### config.mk
export PLATFORM = sky130hd
export DESIGN_NAME = instr_loader_flat
export DESIGN_NICKNAME = d
export VERILOG_FILES = /design/src/rtl/instr_loader_if.sv /design/src/rtl/instr_loader.sv /design/src/flat_wrapper.sv
export SDC_FILE = /design/constraint.sdc
export NUM_CORES = 1
export LEC_CHECK = 0
export ABC_AREA = 1
export BUFFER_PORTS_ARGS = -buffer_cell sky130_fd_sc_hd__buf_2
export CAP_MARGIN = 30
export CORE_ASPECT_RATIO = 0.5
export CORE_MARGIN = 5
export CORE_UTILIZATION = 40
export CTS_BUF_LIST = sky130_fd_sc_hd__clkbuf_8
export DETAILED_ROUTE_END_ITERATION = 7
export GPL_ROUTABILITY_DRIVEN = 0
export GPL_TIMING_DRIVEN = 0
export MAX_ROUTING_LAYER = met4
export SETUP_SLACK_MARGIN = 0.3
export SLEW_MARGIN = 30
export SYNTH_ARGS = -nofsm -noshare
export SYNTH_HDL_FRONTEND = slang
export SYNTH_SLANG_ARGS = --single-unit
### constraint.sdc
create_clock -name clk -period 1.7 [get_ports clk]
set_input_delay 0.34 -clock clk [delete_from_list [all_inputs] [get_ports clk]]
set_output_delay 0.34 -clock clk [all_outputs]
set_load 0.01 [all_outputs]
### src/rtl/instr_loader_if.sv
// instr_loader_if: byte-stream handshake, instruction-memory write port and CPU control of the boot loader.
interface instr_loader_if #(parameter int ADDR_W = 32);
  logic start, in_valid, in_ready, mem_we, cpu_hold, done, err;
  logic [7:0] in_byte;
  logic [ADDR_W-1:0] mem_addr;
  logic [31:0] mem_data;
  modport master (input start, in_valid, in_byte, output in_ready, mem_we, mem_addr, mem_data, cpu_hold, done, err);
  modport slave (output start, in_valid, in_byte, input in_ready, mem_we, mem_addr, mem_data, cpu_hold, done, err);
endinterface

### src/rtl/instr_loader.sv
// instr_loader: assembles a big-endian byte stream into instruction-memory words and freezes the CPU until loaded.
// Macro LOADER_CHECKSUM_EN adds a trailing XOR checksum byte that must match before the CPU is released.
module instr_loader #(
  parameter int DEPTH = 256,
  parameter int ADDR_W = 32
) (
  input logic clk,
  input logic rst,
  instr_loader_if.master bus
);
`ifdef LOADER_CHECKSUM_EN
  typedef enum logic [2:0] {IDLE, LEN_HI, LEN_LO, DATA, CHK, DONE} state_t;
  localparam state_t POST = CHK;
`else
  typedef enum logic [2:0] {IDLE, LEN_HI, LEN_LO, DATA, DONE} state_t;
  localparam state_t POST = DONE;
`endif
  state_t state_q, state_d;
  logic [7:0] n_hi;
  logic [15:0] n, idx, len;
  logic [1:0] bcnt;
  logic [23:0] acc;
  logic hs, last, fail, enter_len;
  assign bus.in_ready = state_q != IDLE && state_q != DONE;
  assign hs = bus.in_valid & bus.in_ready;
  assign len = {n_hi, bus.in_byte};
  assign last = bcnt == 2'd3 && idx + 16'd1 == n;
  assign enter_len = state_d == LEN_HI && state_q != LEN_HI;
`ifdef LOADER_CHECKSUM_EN
  logic [7:0] chk;
  assign fail = state_q == CHK ? chk != bus.in_byte : state_q == LEN_LO && len > 16'(DEPTH);
  always_ff @(posedge clk)
    if (rst || enter_len) chk <= '0;
    else if (hs && state_q == DATA) chk <= chk ^ bus.in_byte;
`else
  assign fail = state_q == LEN_LO && len > 16'(DEPTH);
`endif
  always_comb begin
    state_d = state_q;
    case (state_q)
      IDLE, DONE: state_d = bus.start ? LEN_HI : state_q;
      LEN_HI: state_d = hs ? LEN_LO : state_q;
      LEN_LO: state_d = !hs ? state_q : len == 16'd0 ? POST : len > 16'(DEPTH) ? DONE : DATA;
      DATA: state_d = hs && last ? POST : state_q;
`ifdef LOADER_CHECKSUM_EN
      CHK: state_d = hs ? DONE : state_q;
`endif
      default: state_d = IDLE;
    endcase
  end
  always_ff @(posedge clk) begin
    if (rst) begin
      state_q <= IDLE;
      n_hi <= '0;
      n <= '0;
      idx <= '0;
      bcnt <= '0;
      acc <= '0;
      bus.mem_we <= 1'b0;
      bus.mem_addr <= '0;
      bus.mem_data <= '0;
      bus.cpu_hold <= 1'b1;
      bus.done <= 1'b0;
      bus.err <= 1'b0;
    end else begin
      state_q <= state_d;
      bus.mem_we <= 1'b0;
      if (enter_len) begin
        idx <= '0;
        bcnt <= '0;
        bus.cpu_hold <= 1'b1;
        bus.done <= 1'b0;
        bus.err <= 1'b0;
      end
      // a failed load keeps the CPU frozen
      if (state_d == DONE && state_q != DONE) begin
        bus.done <= 1'b1;
        bus.err <= fail;
        bus.cpu_hold <= fail;
      end
      if (hs && state_q == LEN_HI) n_hi <= bus.in_byte;
      if (hs && state_q == LEN_LO) n <= len;
      if (hs && state_q == DATA) begin
        acc <= {acc[15:0], bus.in_byte};
        bcnt <= bcnt + 2'd1;
        if (bcnt == 2'd3) begin
          bus.mem_we <= 1'b1;
          bus.mem_data <= {acc, bus.in_byte};
          bus.mem_addr <= ADDR_W'({idx, 2'b00});
          idx <= idx + 16'd1;
        end
      end
    end
  end
endmodule

### src/flat_wrapper.sv
// flat-port wrapper written by rule: the top's interface ports become plain ports
module instr_loader_flat 
#(
  parameter int DEPTH = 256,
  parameter int ADDR_W = 32
)
  (clk, rst, bus_start, bus_in_valid, bus_in_byte, bus_in_ready, bus_mem_we, bus_mem_addr, bus_mem_data, bus_cpu_hold, bus_done, bus_err);
  instr_loader_if #(.ADDR_W(ADDR_W)) bus_i ();
  input logic clk;
  input logic rst;
  input wire logic [$bits(bus_i.start)-1:0] bus_start;
  input wire logic [$bits(bus_i.in_valid)-1:0] bus_in_valid;
  input wire logic [$bits(bus_i.in_byte)-1:0] bus_in_byte;
  output wire logic [$bits(bus_i.in_ready)-1:0] bus_in_ready;
  output wire logic [$bits(bus_i.mem_we)-1:0] bus_mem_we;
  output wire logic [$bits(bus_i.mem_addr)-1:0] bus_mem_addr;
  output wire logic [$bits(bus_i.mem_data)-1:0] bus_mem_data;
  output wire logic [$bits(bus_i.cpu_hold)-1:0] bus_cpu_hold;
  output wire logic [$bits(bus_i.done)-1:0] bus_done;
  output wire logic [$bits(bus_i.err)-1:0] bus_err;
  assign bus_i.start = bus_start;
  assign bus_i.in_valid = bus_in_valid;
  assign bus_i.in_byte = bus_in_byte;
  assign bus_in_ready = bus_i.in_ready;
  assign bus_mem_we = bus_i.mem_we;
  assign bus_mem_addr = bus_i.mem_addr;
  assign bus_mem_data = bus_i.mem_data;
  assign bus_cpu_hold = bus_i.cpu_hold;
  assign bus_done = bus_i.done;
  assign bus_err = bus_i.err;
  instr_loader #(.DEPTH(DEPTH), .ADDR_W(ADDR_W)) u_core (.clk(clk), .rst(rst), .bus(bus_i));
endmodule
After elaboration in Yosys (flattened, before gate mapping):

Cells that the tools add are included.

* add/subtract/negate cells: 2
* order comparisons: 1
* equal/unequal tests: 10
* muxes and demuxes: 18
* bitwise gates (word level): 2
* reductions and logical operators: 17

Operators by type and width (count)
* 16-bit 2-to-1 mux: 3
* 3-bit 2-to-1 mux: 6
* 16-bit by 1-bit adder with 16-bit output (second input constant): 1
* 16-bit == test: 1
* 16-bit by 9-bit > comparator with 1-bit output (second input constant): 1
* 16-bit logical NOT: 1
* 3-bit case mux with 4 select lines: 1
* 1-bit logical AND: 9
* 3-bit by 1-bit == test with 1-bit output (second input constant): 2
* 3-bit by 2-bit == test with 1-bit output (second input constant): 2
* 3-bit == test (second input constant): 2
* 1-bit 2-to-1 mux: 6
* 2-bit 2-to-1 mux: 2
* 2-bit nonzero test: 2
* 2-bit OR reduction: 2
* 3-bit logical NOT: 1
* 3-bit by 1-bit inequality test with 1-bit output (second input constant): 1
* 3-bit inequality test (second input constant): 1
* 3-bit nonzero test: 1
* 2-bit by 1-bit adder with 2-bit output (second input constant): 1
* 2-bit == test (second input constant): 1
* 2-bit AND reduction: 1
* 1-bit bitwise AND: 1
* 1-bit inverter: 1

* register bits after elaboration: 121
* input port bits: 12
* output and inout port bits: 69
* word-level logic and storage cells: 62

Longest topological paths before layout:

Gate-level depths: netlist of run 1.

* depth after elaboration: 11
* depth in mapped cells: 15
* gate-level depth less buffers: 15

Worst setup path after synthesis of run 1:

OpenSTA, ideal clock, no wires.

* kind: flip-flop to flip-flop
* from: register u_core.idx[1]
* to: register u_core.state_q[0]
* setup time: 0.133 ns
* data arrival time: 1.627 ns
* required time: 1.567 ns
* setup slack: -0.059 ns
* cell stages (with the launch flop): 16
* path buffers: 1
* period minus slack after synthesis: 1.759 ns
* cell sequence: dfxtp_1 ha_1 nand2_2 nor2_4 buf_6 nand2_1 nand3_1 nand2_1 nor2_1 nand2_1 nor2_1 nand2_1 nor2_2 nand3_1 nand2_1 a21oi_1

* word-level cells in the longest chain between the ends: 6

RTL lines
* from (decl): RTL line instr_loader.sv:20 `logic [15:0] n, idx, len;`
* from (signal assigned): RTL line instr_loader.sv:90 `idx <= idx + 16'd1;`
* 16-bit by 1-bit adder with 16-bit output: RTL line instr_loader.sv:27 `assign last = bcnt == 2'd3 && idx + 16'd1 == n;`
* 16-bit == test: RTL line instr_loader.sv:27
* 1-bit logical AND: RTL line instr_loader.sv:27
* 1-bit logical AND: RTL line instr_loader.sv:44 `DATA: state_d = hs && last ? POST : state_q;`
* 3-bit 2-to-1 mux: RTL line instr_loader.sv:44
* 3-bit case mux with 4 select lines: RTL line instr_loader.sv:40 `case (state_q)`
* to (signal assigned): RTL line instr_loader.sv:66 `state_q <= state_d;`
* to (decl): RTL line instr_loader.sv:18 `state_t state_q, state_d;`

No other way between the ends.
A chain may end at the register's enable or synchronous reset.

Worst setup path in the final report of run 1:

* from: register u_core.idx[6]
* to: register u_core.state_q[0]

The elaborated chain is that of the path after synthesis.

==> results of run 1 <==
## metal layers
layer	vias to the layer above	GRT usage
met4	0	0.0737
li1	2743	-
met2	176	0.350
met3	27	0.0552
met1	2654	0.291
met5	-	-
## tightest hold or removal path, stage by stage
cell and delay (ps):
buf_2 90, o21ai_0 70, a21oi_1 100
## sequential cells by signal, indices dropped and copies added, names as in the netlist
register,flops
u_core.bus.mem_data,32
u_core.acc,24
u_core.bus.mem_addr,16
u_core.idx,16
u_core.n,16
u_core.n_hi,8
u_core.state_q,3
u_core.bcnt,2
u_core.bus.cpu_hold,1
u_core.bus.done,1
u_core.bus.err,1
u_core.bus.mem_we,1
## cell type report
cell class / count / area, um^2
fillers: 1117 / 4730
multi-input cells: 513 / 3230
flip-flops and latches: 121 / 2450
repair buffers: 117 / 1000
plain buffers: 52 / 538
inverters: 74 / 294
clock buffers: 18 / 248
well taps: 170 / 213
clock inverters: 14 / 146
## cells in the mapped netlist
library cell	instances
nor2_4	4
nand3_1	72
ha_1	2
nand4_1	14
o21ai_4	1
o21ai_1	12
a21oi_1	84
inv_2	5
nand3b_1	2
nor2_2	4
nand2_1	142
o21a_1	1
nor2_1	73
nand2_2	2
nand3_2	1
buf_6	1
buf_2	6
conb_1	1
o21ai_0	76
nor2_8	1
nand2_4	1
o211ai_1	1
dfxtp_1	121
inv_1	69
clkbuf_1	25
and2_1	1
buf_4	17
nor4_1	1
buf_1	3
nor3_1	2
## cells by family after synthesis
| kind of cell | share of synthesized area |
|---|---|
| AO/OA/AOI/OAI | 0.168 |
| adder cells (fa/ha/maj) | 0.00471 |
| buffers and inverters | 0.104 |
| flip-flops | 0.456 |
| other | 0.000706 |
| AND/OR/NAND/NOR | 0.267 |
## stage by stage
stage | hold slack [ps] | TNS [ps] | total power, mW
floorplan | 429 | 0 | 3.16
global placement | 450 | -7880 | 3.27
detailed placement | 451 | -9380 | 3.28
CTS | 182 | -1120 | 5.96
global route | 200 | -2370 | 6.25
finish | 190 | -1420 | 6.02
## power by group
group          total [mW]  switching [mW]  internal (mW)
clock network        2.66            1.40           1.26
registers            2.89          0.0274           2.86
logic               0.471           0.303          0.168
## final timing paths
check | endpoint | slack (ps) | cells after the start
min | u_core.n[1]$_SDFFE_PP0P_ | 190 | 3
max reg2reg | u_core.state_q[0]$_SDFF_PP0_ | -270 | 13
max | u_core.state_q[0]$_SDFF_PP0_ | -270 | 13
min reg2reg | u_core.bus.mem_data[12]$_SDFFE_PP0P_ | 470 | 2
## timing repair
item | 4_1_cts | 5_1_grt
cloned | 11 | 2
pin swaps | 50 | 57
endpoints found under the setup margin | 116 | 122
gates resized for setup | 217 | 184
setup buffers | 25 | 16
==> summary.md, run 1 <==
| Metric | Value |
|---|---|
| Seq/Total Area, Yosys | `0.456` |
| Number of I/O port buffers | `63` |
| DRC viols | `0` |
| CP most frequent cell | `nand2_1` |
| Cell variety after synth | `30` |
| Worst EP arrival | `2280 ps` |
| Post-synth top area cell | `dfxtp_1` |
| Ant diodes | `0` |
| Peak VDD IR | `0.000453 V` |
| Place WS | `-404 ps` |
| Startpoint types | `register` |
| Met1 WL | `8360 um` |
| Clk_skew | `14.0 ps` |
| Lkg Pwr | `3.66 nW` |
| Status | `finished, violations left` |
| Fmax | `0.508 GHz` |
| Setup-failing EPs final | `6` |
| Routed length per instance | `16.7 um` |
| Crit path from | `u_core.idx[6]$_SDFF_PP0_` |
| Cts bufs inserted | `17` |
| Flops & latches, synth | `121` |
| Die Height | `91.5 um` |
| Worst slew pin tran | `927 ps` |
| Final Net Count | `910` |
| Max layer used | `met4` |
| Final Non-Filler Cells | `1,079` |
| Dpl cells | `993` |
| Starting Density | `0.414` |
| WP buf/inv | `0` |
| Max_cap viols | `0` |
| TritonCTS Sinks | `121` |
| Worst skew pair latency | `460 ps` |
| Hold Fails Final Rpt | `0` |
| Slowest-stage cell, CP | `dfxtp_2` |
| Hold Path Class | `in2reg` |
| Cell Pwr Density | `742 nW/um^2` |
| Reg-to-Reg Start | `u_core.idx[6]$_SDFF_PP0_` |
| Hpwl dp | `11,300 um` |
| Synthesized area | `5310 um^2` |
| Avg Cell Area, Syn | `7.13 um^2` |
| Largest net degree at the start of global routing | `17` |
| CTS tree | `done` |
| First-pass iteration count of the detailed router | `5` |
| Placed inst area | `5980 um^2` |
| Most frequent cells in the layout | `dfxtp_1 (106), nand2_1 (104), inv_1 (64), buf_2 (64), nand3_1 (56)` |
| Die extent in x | `173 um` |
| Crit-path leading delay family | `simple AND/OR/NAND/NOR gates` |
| Worst Path Required | `2020 ps` |
| FP Rows | `29` |
| Final worst slack | `-267 ps` |
| Final instance area | `8120 um^2` |
| Violated checks | `setup timing` |
| Clock transition at path regs | `80 ps` |
| Top Ports | `81` |
| CP Class | `reg2reg` |
| H-tree lvl count | `4` |
| Hold_buf cts | `0` |
| Drt first-iter violations | `396` |
| Synth area leaders | `dfxtp_1 (46%), nand2_1 (10%), a21oi_1 (7.9%), o21ai_0 (7.2%), nand3_1 (6.8%)` |
| Root buffer cell | `clkbuf_8` |
| Initial antenna violation count | `1` |
| Antenna Nets Post-Route | `0` |
| Total GRT Usage | `0.226` |
| Routed wire length | `18,000 um` |
| Post-Synthesis Cells | `745` |
| Endpoint class of the critical path | `register` |
| Core ar. | `12,800 um^2` |
| Worst slew margin | `0.382` |
| Final Cycle Share | `1.16` |
| RSZ-0062 raised after global routing | `true` |
| Share of cells above drive strength 1 | `0.441` |
| Post-synth top area share | `0.456` |
| Met2 WL post-DR | `8300 um` |
| First-pass GRT wire length | `27,500 um` |
| Min Tclk post-route | `1970 ps` |
| Clk buf depth | `2` |
| Die ar. | `15,800 um^2` |
| DR vias | `5,600` |
| Most common cell after layout, fill and taps aside | `dfxtp_1` |
| Metal3 WL | `1100 um` |
| Slew Viols, Final | `0` |
| Crit-path max FO | `8` |
| Worst path max stage delay | `430 ps` |
| Ordered cell list for the critical path | `nand2_1, nor2_8, nand2_4, nor2_1, nand2_1, nand2_1, nand2_1, nand2_1, nand2_1, nor2_2, nand3_1, nand2_1, a21oi_1` |
| Final core occ | `0.632` |
| Synth warn | `0` |
| Vias in the first global route | `5,218` |
| Vias per Instance | `5.19` |
| Synth-to-Final Area Change | `52.8%` |
| HP Start | `bus_in_byte[1]` |
| Grt ovf | `0` |
(Power assumes the default switching activity.)
==> run 2: changes to the inputs <==
--- a/config.mk
+++ b/config.mk
@@ -15,8 +15,8 @@
 export DETAILED_ROUTE_END_ITERATION = 7
 export GPL_ROUTABILITY_DRIVEN = 0
 export GPL_TIMING_DRIVEN = 0
-export MAX_ROUTING_LAYER = met4
 export SETUP_SLACK_MARGIN = 0.3
+export SKIP_CTS_REPAIR_TIMING = 1
 export SLEW_MARGIN = 30
 export SYNTH_ARGS = -nofsm -noshare
 export SYNTH_HDL_FRONTEND = slang
==> summary.md, run 2 (synthesis results as in run 1) <==
| Metric | Value |
|---|---|
| CTS tree | `done` |
| Most frequent cells in the layout | `nand2_1 (113), dfxtp_1 (108), nand3_1 (66), buf_2 (65), inv_1 (64)` |
| Cell Pwr Density | `759 nW/um^2 (+2.3%)` |
| H-tree lvl count | `4 (unchanged)` |
| DRC viols | `0 (unchanged)` |
| Grt ovf | `0 (unchanged)` |
| Violated checks | `setup timing` |
| Hold Path Class | `in2reg` |
| Setup-failing EPs final | `11 (+5)` |
| Core ar. | `12,800 um^2 (unchanged)` |
| Vias in the first global route | `4,840 (-7.2%)` |
| Final instance area | `7970 um^2 (-1.8%)` |
| Slowest-stage cell, CP | `dfxtp_4` |
| Worst slew margin | `0.346 (-0.0360)` |
| FP Rows | `29 (unchanged)` |
| Synth-to-Final Area Change | `50.1%` |
| Final Net Count | `898 (-1.3%)` |
| Clk_skew | `17.0 ps (+2.97 ps)` |
| Peak VDD IR | `0.000462 V (+2.0%)` |
| Worst skew pair latency | `460 ps (about the same)` |
| Registers with the most flip-flops | `u_core.bus.mem_data x32, u_core.acc x24` |
| Cts bufs inserted | `17 (unchanged)` |
| Worst EP arrival | `2310 ps (+30 ps)` |
| Top Ports | `81 (unchanged)` |
| Internal Power | `4.30 mW (+0.37%)` |
| Hold Fails Final Rpt | `0 (unchanged)` |
| Most crowded layer after global routing | `met2` |
| Crit-path max FO | `5 (-3)` |
| Endpoint class of the critical path | `register` |
| Combinational power share | `0.083 (+0.005)` |
| Fmax | `0.502 GHz (-1.3%)` |
| Routing usage on met3 | `0.0469 (-0.00830)` |
| Worst path max stage delay | `380 ps (-50 ps)` |
| CP most frequent cell | `nand2_1` |
| Lkg Pwr | `3.49 nW (-4.7%)` |
| Most common cell after layout, fill and taps aside | `nand2_1` |
| Root buffer cell | `clkbuf_8` |
| Worst slew pin tran | `981 ps (+54.0 ps)` |
| Total GRT Usage | `0.198 (-0.0272)` |
| Status | `finished, violations left` |
| Sw Ratio | `0.288 (+0.000582)` |
| Final worst slack | `-294 ps (-26.4 ps)` |
| Slew Viols, Final | `0 (unchanged)` |
| First-pass iteration count of the detailed router | `5 (unchanged)` |
| Initial antenna violation count | `0 (-1)` |
| Met1 Usage GRT | `0.277 (-0.0132)` |
| Final Cycle Share | `1.17 (+0.0155)` |
| Die Height | `91.5 um (unchanged)` |
| Antenna Nets Post-Route | `0 (unchanged)` |
| Clock power frac | `0.439 (-0.003)` |
| WP buf/inv | `1 (+1)` |
| Worst Path Required | `2020 ps (about the same)` |
| Starting Density | `0.414 (unchanged)` |
| M2 GR Usage | `0.303 (-0.0474)` |
| Ant diodes | `0 (unchanged)` |
| Crit-path leading delay family | `simple AND/OR/NAND/NOR gates` |
| Routed wire length | `17,600 um (-2.7%)` |
| Drt first-iter violations | `410 (+3.5%)` |
| NetSw | `1.74 mW (+0.65%)` |
| Flop pwr share | `0.478 (-0.002)` |
| Largest net degree at the start of global routing | `17 (unchanged)` |
| Min Tclk post-route | `1990 ps (+26.4 ps)` |
| Die extent in x | `173 um (unchanged)` |
| CP Class | `reg2reg` |
| DR vias | `5,461 (-2.5%)` |
| Hpwl dp | `11,300 um (unchanged)` |
| Vias per Instance | `5.12 (-1.4%)` |
| Die ar. | `15,800 um^2 (unchanged)` |
| Place WS | `-404 ps (unchanged)` |
| Routed length per instance | `16.5 um (-1.6%)` |
| First-pass GRT wire length | `25,200 um (-8.3%)` |
| Startpoint types | `register` |
| Max_cap viols | `0 (unchanged)` |
| RSZ-0062 raised after global routing | `true` |
| Ordered cell list for the critical path | `ha_4, nand2_4, nor2_4, buf_4, nand4_1, nand3_1, nand2_1, nor2_1, nand2_1, nor2_2, nand3_1, nand2_1, a21oi_1` |
| Share of cells above drive strength 1 | `0.424 (-0.0175)` |
| Clk buf depth | `2 (unchanged)` |
| Number of I/O port buffers | `63 (unchanged)` |
| Max reg flops | `32 (unchanged)` |
| Biggest register | `u_core.bus.mem_data` |
| TritonCTS Sinks | `121 (unchanged)` |
| Clock transition at path regs | `80 ps (about the same)` |
| Fillers | `1,095 (-2.0%)` |
| Placed inst area | `5980 um^2 (unchanged)` |
==> run 2: changes by cell type in the layout (fill, tap and decap cells not counted), sizes merged <==
cell and delta:
buf -8, clkbuf -4, clkinv +1, clkinvlp +1, inv -2
==> run 2: cell type report <==
cell class | instances | area [um^2] | share of cell area
Buffer | 51 | 502 | 0.0630
Tap cell | 170 | 213 | 0.0267
Clock inverter | 14 | 146 | 0.0184
Timing Repair Buffer | 106 | 871 | 0.109
Inverter | 74 | 300 | 0.0377
Sequential cell | 121 | 2450 | 0.307
Multi-Input combinational cell | 513 | 3240 | 0.407
Clock buffer | 18 | 248 | 0.0311
==> run 2: worst min-delay path: stages <==
cell and delay (ps):
buf_2 100, o21ai_2 50, a21oi_1 100
==> run 2: path summary, 6_finish.rpt <==
path	start	end	slack (ps)	depth (start not counted)
max reg2reg	u_core.idx[1]$_SDFF_PP0_	u_core.state_q[1]$_SDFF_PP0_	-290	13
min	bus_in_byte[1]	u_core.n[1]$_SDFFE_PP0P_	170	3
min reg2reg	u_core.bus.err$_SDFFE_PP0P_	u_core.bus.err$_SDFFE_PP0P_	460	2
max	u_core.idx[1]$_SDFF_PP0_	u_core.state_q[1]$_SDFF_PP0_	-290	13
==> run 2: layer usage <==
metal	vias to the layer above	part of all wire
met5	-	0
met4	0	0.022
met3	25	0.051
met2	132	0.46
met1	2591	0.47
li1	2713	-
==> run 2: power groups by stage <==
stage | clock network, mW | logic [mW] | registers, mW
2_1_floorplan | 0 | 0.221 | 2.94
3_3_place_gp | 0 | 0.325 | 2.95
3_5_place_dp | 0 | 0.326 | 2.95
4_1_cts | 2.68 | 0.327 | 2.88
5_1_grt | 2.84 | 0.536 | 2.89
6_report | 2.65 | 0.500 | 2.89
==> run 2: stage by stage <==
stage	util	hold WS, ps	TNS, ps	power (mW)	instances
floorplan	-	429	0	3.16	760
global placement	0.465	450	-7880	3.27	993
detailed placement	0.465	451	-9380	3.28	993
CTS	0.496	185	-6630	5.89	1025
global route	0.620	180	-4170	6.27	1067
finish	0.620	174	-1610	6.05	1067
==> run 3: changes to the inputs <==
--- a/config.mk
+++ b/config.mk
@@ -15,6 +15,7 @@
 export DETAILED_ROUTE_END_ITERATION = 7
 export GPL_ROUTABILITY_DRIVEN = 0
 export GPL_TIMING_DRIVEN = 0
+export PLACE_DENSITY = 0.64
 export SETUP_SLACK_MARGIN = 0.3
 export SKIP_CTS_REPAIR_TIMING = 1
 export SLEW_MARGIN = 30
==> summary.md, run 3 (synthesis results as in run 1) <==
| Metric | Value |
|---|---|
| Status | `finished, violations left` |
| Violated checks | `setup timing` |
| Antenna Nets Post-Route | `0 (unchanged)` |
| M2 GR Usage | `0.308 (+0.00458)` |
| Fmax | `0.510 GHz (+1.6%)` |
| Startpoint types | `register` |
| Hold Fails Final Rpt | `0 (unchanged)` |
| Most common cell after layout, fill and taps aside | `nand2_1` |
| Die Height | `91.5 um (unchanged)` |
| Slowest-stage cell, CP | `dfxtp_2` |
| CP most frequent cell | `nand2_1` |
| Final Net Count | `888 (-1.1%)` |
| Ordered cell list for the critical path | `ha_4, nand2_4, nor2_4, buf_6, nand2_1, nand3_2, nand2_1, nor2_1, nand2_1, nor2_2, nand2_1, nor2_2, nand3_1, nand2_1, a21oi_1` |
| Number of I/O port buffers | `63 (unchanged)` |
| Fillers | `1,100 (+0.46%)` |
| Die extent in x | `173 um (unchanged)` |
| R2R cell count | `15 (+2)` |
| Setup TNS Final | `-1410 ps (+203 ps)` |
| Initial antenna violation count | `0 (unchanged)` |
| Routed wire length | `17,200 um (-1.8%)` |
| Max_cap viols | `0 (unchanged)` |
| R2r setup slk | `-260 ps (+30 ps)` |
| Starting Density | `0.414 (unchanged)` |
| RSZ-0062 raised after global routing | `true` |
| CP Class | `reg2reg` |
| Setup-failing EPs final | `6 (-5)` |
| Crit path from | `u_core.idx[0]$_SDFF_PP0_` |
| Clk buf depth | `2 (unchanged)` |
| Total GRT Usage | `0.196 (-0.00252)` |
| Placed inst area | `5980 um^2 (unchanged)` |
| Clk_skew | `14.0 ps (-3.04 ps)` |
| Routing usage on met3 | `0.0523 (+0.00539)` |
| Final Non-Filler Cells | `1,057 (-0.94%)` |
| Largest net degree at the start of global routing | `17 (unchanged)` |
| Worst skew pair latency | `450 ps (about the same)` |
| Top Ports | `81 (unchanged)` |
| Final Cycle Share | `1.15 (-0.0190)` |
| Cts bufs inserted | `17 (unchanged)` |
| CTS tree | `done` |
| Final worst slack | `-261 ps (+32.3 ps)` |
| Lkg Pwr | `3.33 nW (-4.5%)` |
| Hpwl dp | `11,300 um (+0.12%)` |
| Endpoint class of the critical path | `register` |
| R2r endpoint | `u_core.state_q[1]$_SDFF_PP0_` |
| Most crowded layer after global routing | `met2` |
| Registers with the most flip-flops | `u_core.bus.mem_data x32, u_core.acc x24` |
| Core ar. | `12,800 um^2 (unchanged)` |
| Worst setup path endpoint | `u_core.state_q[1]$_SDFF_PP0_` |
| Reg-to-Reg Start | `u_core.idx[0]$_SDFF_PP0_` |
| Met1 Usage GRT | `0.265 (-0.0128)` |
| Dpl cells | `993 (unchanged)` |
| Peak VDD IR | `0.000613 V (+33%)` |
| Share of cells above drive strength 1 | `0.402 (-0.0212)` |
| Vias in the first global route | `4,787 (-1.1%)` |
| Min Tclk post-route | `1960 ps (-32.3 ps)` |
| Routed length per instance | `16.3 um (-0.88%)` |
| Most frequent cells in the layout | `nand2_1 (111), dfxtp_1 (107), inv_1 (65), buf_2 (64), nand3_1 (63)` |
| Worst slew pin tran | `957 ps (-23.8 ps)` |
| Cell Pwr Density | `790 nW/um^2 (+4.2%)` |
| Crit-path max FO | `5 (unchanged)` |
| First-pass iteration count of the detailed router | `5 (unchanged)` |
| Grt ovf | `0 (unchanged)` |
| DRC viols | `0 (unchanged)` |
| Root buffer cell | `clkbuf_8` |
| Slew Viols, Final | `0 (unchanged)` |
| Worst slew margin | `0.362 (+0.0158)` |
| Worst EP arrival | `2280 ps (-30 ps)` |
| Vias per Instance | `5.20 (+1.6%)` |
| First-pass GRT wire length | `24,900 um (-1.4%)` |
| Worst path max stage delay | `360 ps (-20 ps)` |
| Synth-to-Final Area Change | `46.7%` |
| WHS | `164 ps (-10.1 ps)` |
| FP Rows | `29 (unchanged)` |
| Hold Path Class | `in2reg` |
| Die ar. | `15,800 um^2 (unchanged)` |
| Ant diodes | `0 (unchanged)` |
| Clock transition at path regs | `80 ps (about the same)` |
| Drt first-iter violations | `388 (-5.4%)` |
| DR vias | `5,494 (+0.60%)` |
| Worst Path Required | `2020 ps (about the same)` |
| Biggest register | `u_core.bus.mem_data` |
| H-tree lvl count | `4 (unchanged)` |
| Design Power | `6.16 mW (+1.8%)` |
| TritonCTS Sinks | `121 (unchanged)` |
| Max reg flops | `32 (unchanged)` |
| Final instance area | `7790 um^2 (-2.2%)` |
[run 3: cell types whose count changed in the layout (fill, tap and decap cells not counted), sizes merged]
cell    change
clkbuf      +1
buf        -13
clkinv      +1
nor2        +1
inv         -2
bufinv      +2
[run 3: through the flow]
stage               worst slack [ps]   util
floorplan                       57.3      -
global placement                -321  0.465
detailed placement              -340  0.465
CTS                             -347  0.498
global route                    -459  0.607
finish                          -261  0.607
[run 3: critical path: cells and delay by family (launching register included)]
family	cells	cell delay, ps
AO/OA/AOI/OAI	1	70
AND/OR/NAND/NOR	12	1090
adder cells (fa/ha/maj)	1	160
flip-flops	1	360
buffers and inverters	1	150
[run 3: area by class of cell]
cell class / instances / area [um^2] / area share
multi-input cells: 514 / 3170 / 0.407
flip-flops and latches: 121 / 2440 / 0.314
repair buffers: 94 / 756 / 0.0970
plain buffers: 52 / 483 / 0.0620
inverters: 74 / 303 / 0.0389
clock buffers: 17 / 234 / 0.0300
well taps: 170 / 213 / 0.0273
clock inverters: 15 / 188 / 0.0241
[run 3: power breakdown]
part	total [mW]	internal (mW)	switching [mW]
sequential	2.89	2.86	0.0287
clock	2.80	1.48	1.32
combinational	0.463	0.168	0.295
[run 3: worst min-delay path by stage]
| stage | from | endpoint | slack, ps | cells past startpoint |
|---|---|---|---|---|
| floorplan | u_core.bcnt[0]$_SDFFE_PP0P_ | u_core.bcnt[0]$_SDFFE_PP0P_ | 430 | 1 |
| global placement | u_core.bcnt[0]$_SDFFE_PP0P_ | u_core.bcnt[0]$_SDFFE_PP0P_ | 450 | 1 |
| detailed placement | u_core.acc[6]$_SDFFE_PP0P_ | u_core.acc[6]$_SDFFE_PP0P_ | 450 | 2 |
| CTS | bus_start | u_core.state_q[2]$_SDFF_PP0_ | 190 | 3 |
| global route | bus_start | u_core.state_q[2]$_SDFF_PP0_ | 180 | 3 |
| finish | bus_in_byte[1] | u_core.n[1]$_SDFFE_PP0P_ | 160 | 3 |
[run 3: routing by layer]
layer / wire (um) / part of all wire / up-vias
met5: 0 / 0 / -
met4: 220 / 0.013 / 0
met3: 1110 / 0.064 / 17
met2: 7990 / 0.46 / 196
met1: 7930 / 0.46 / 2596
li1: - / - / 2685
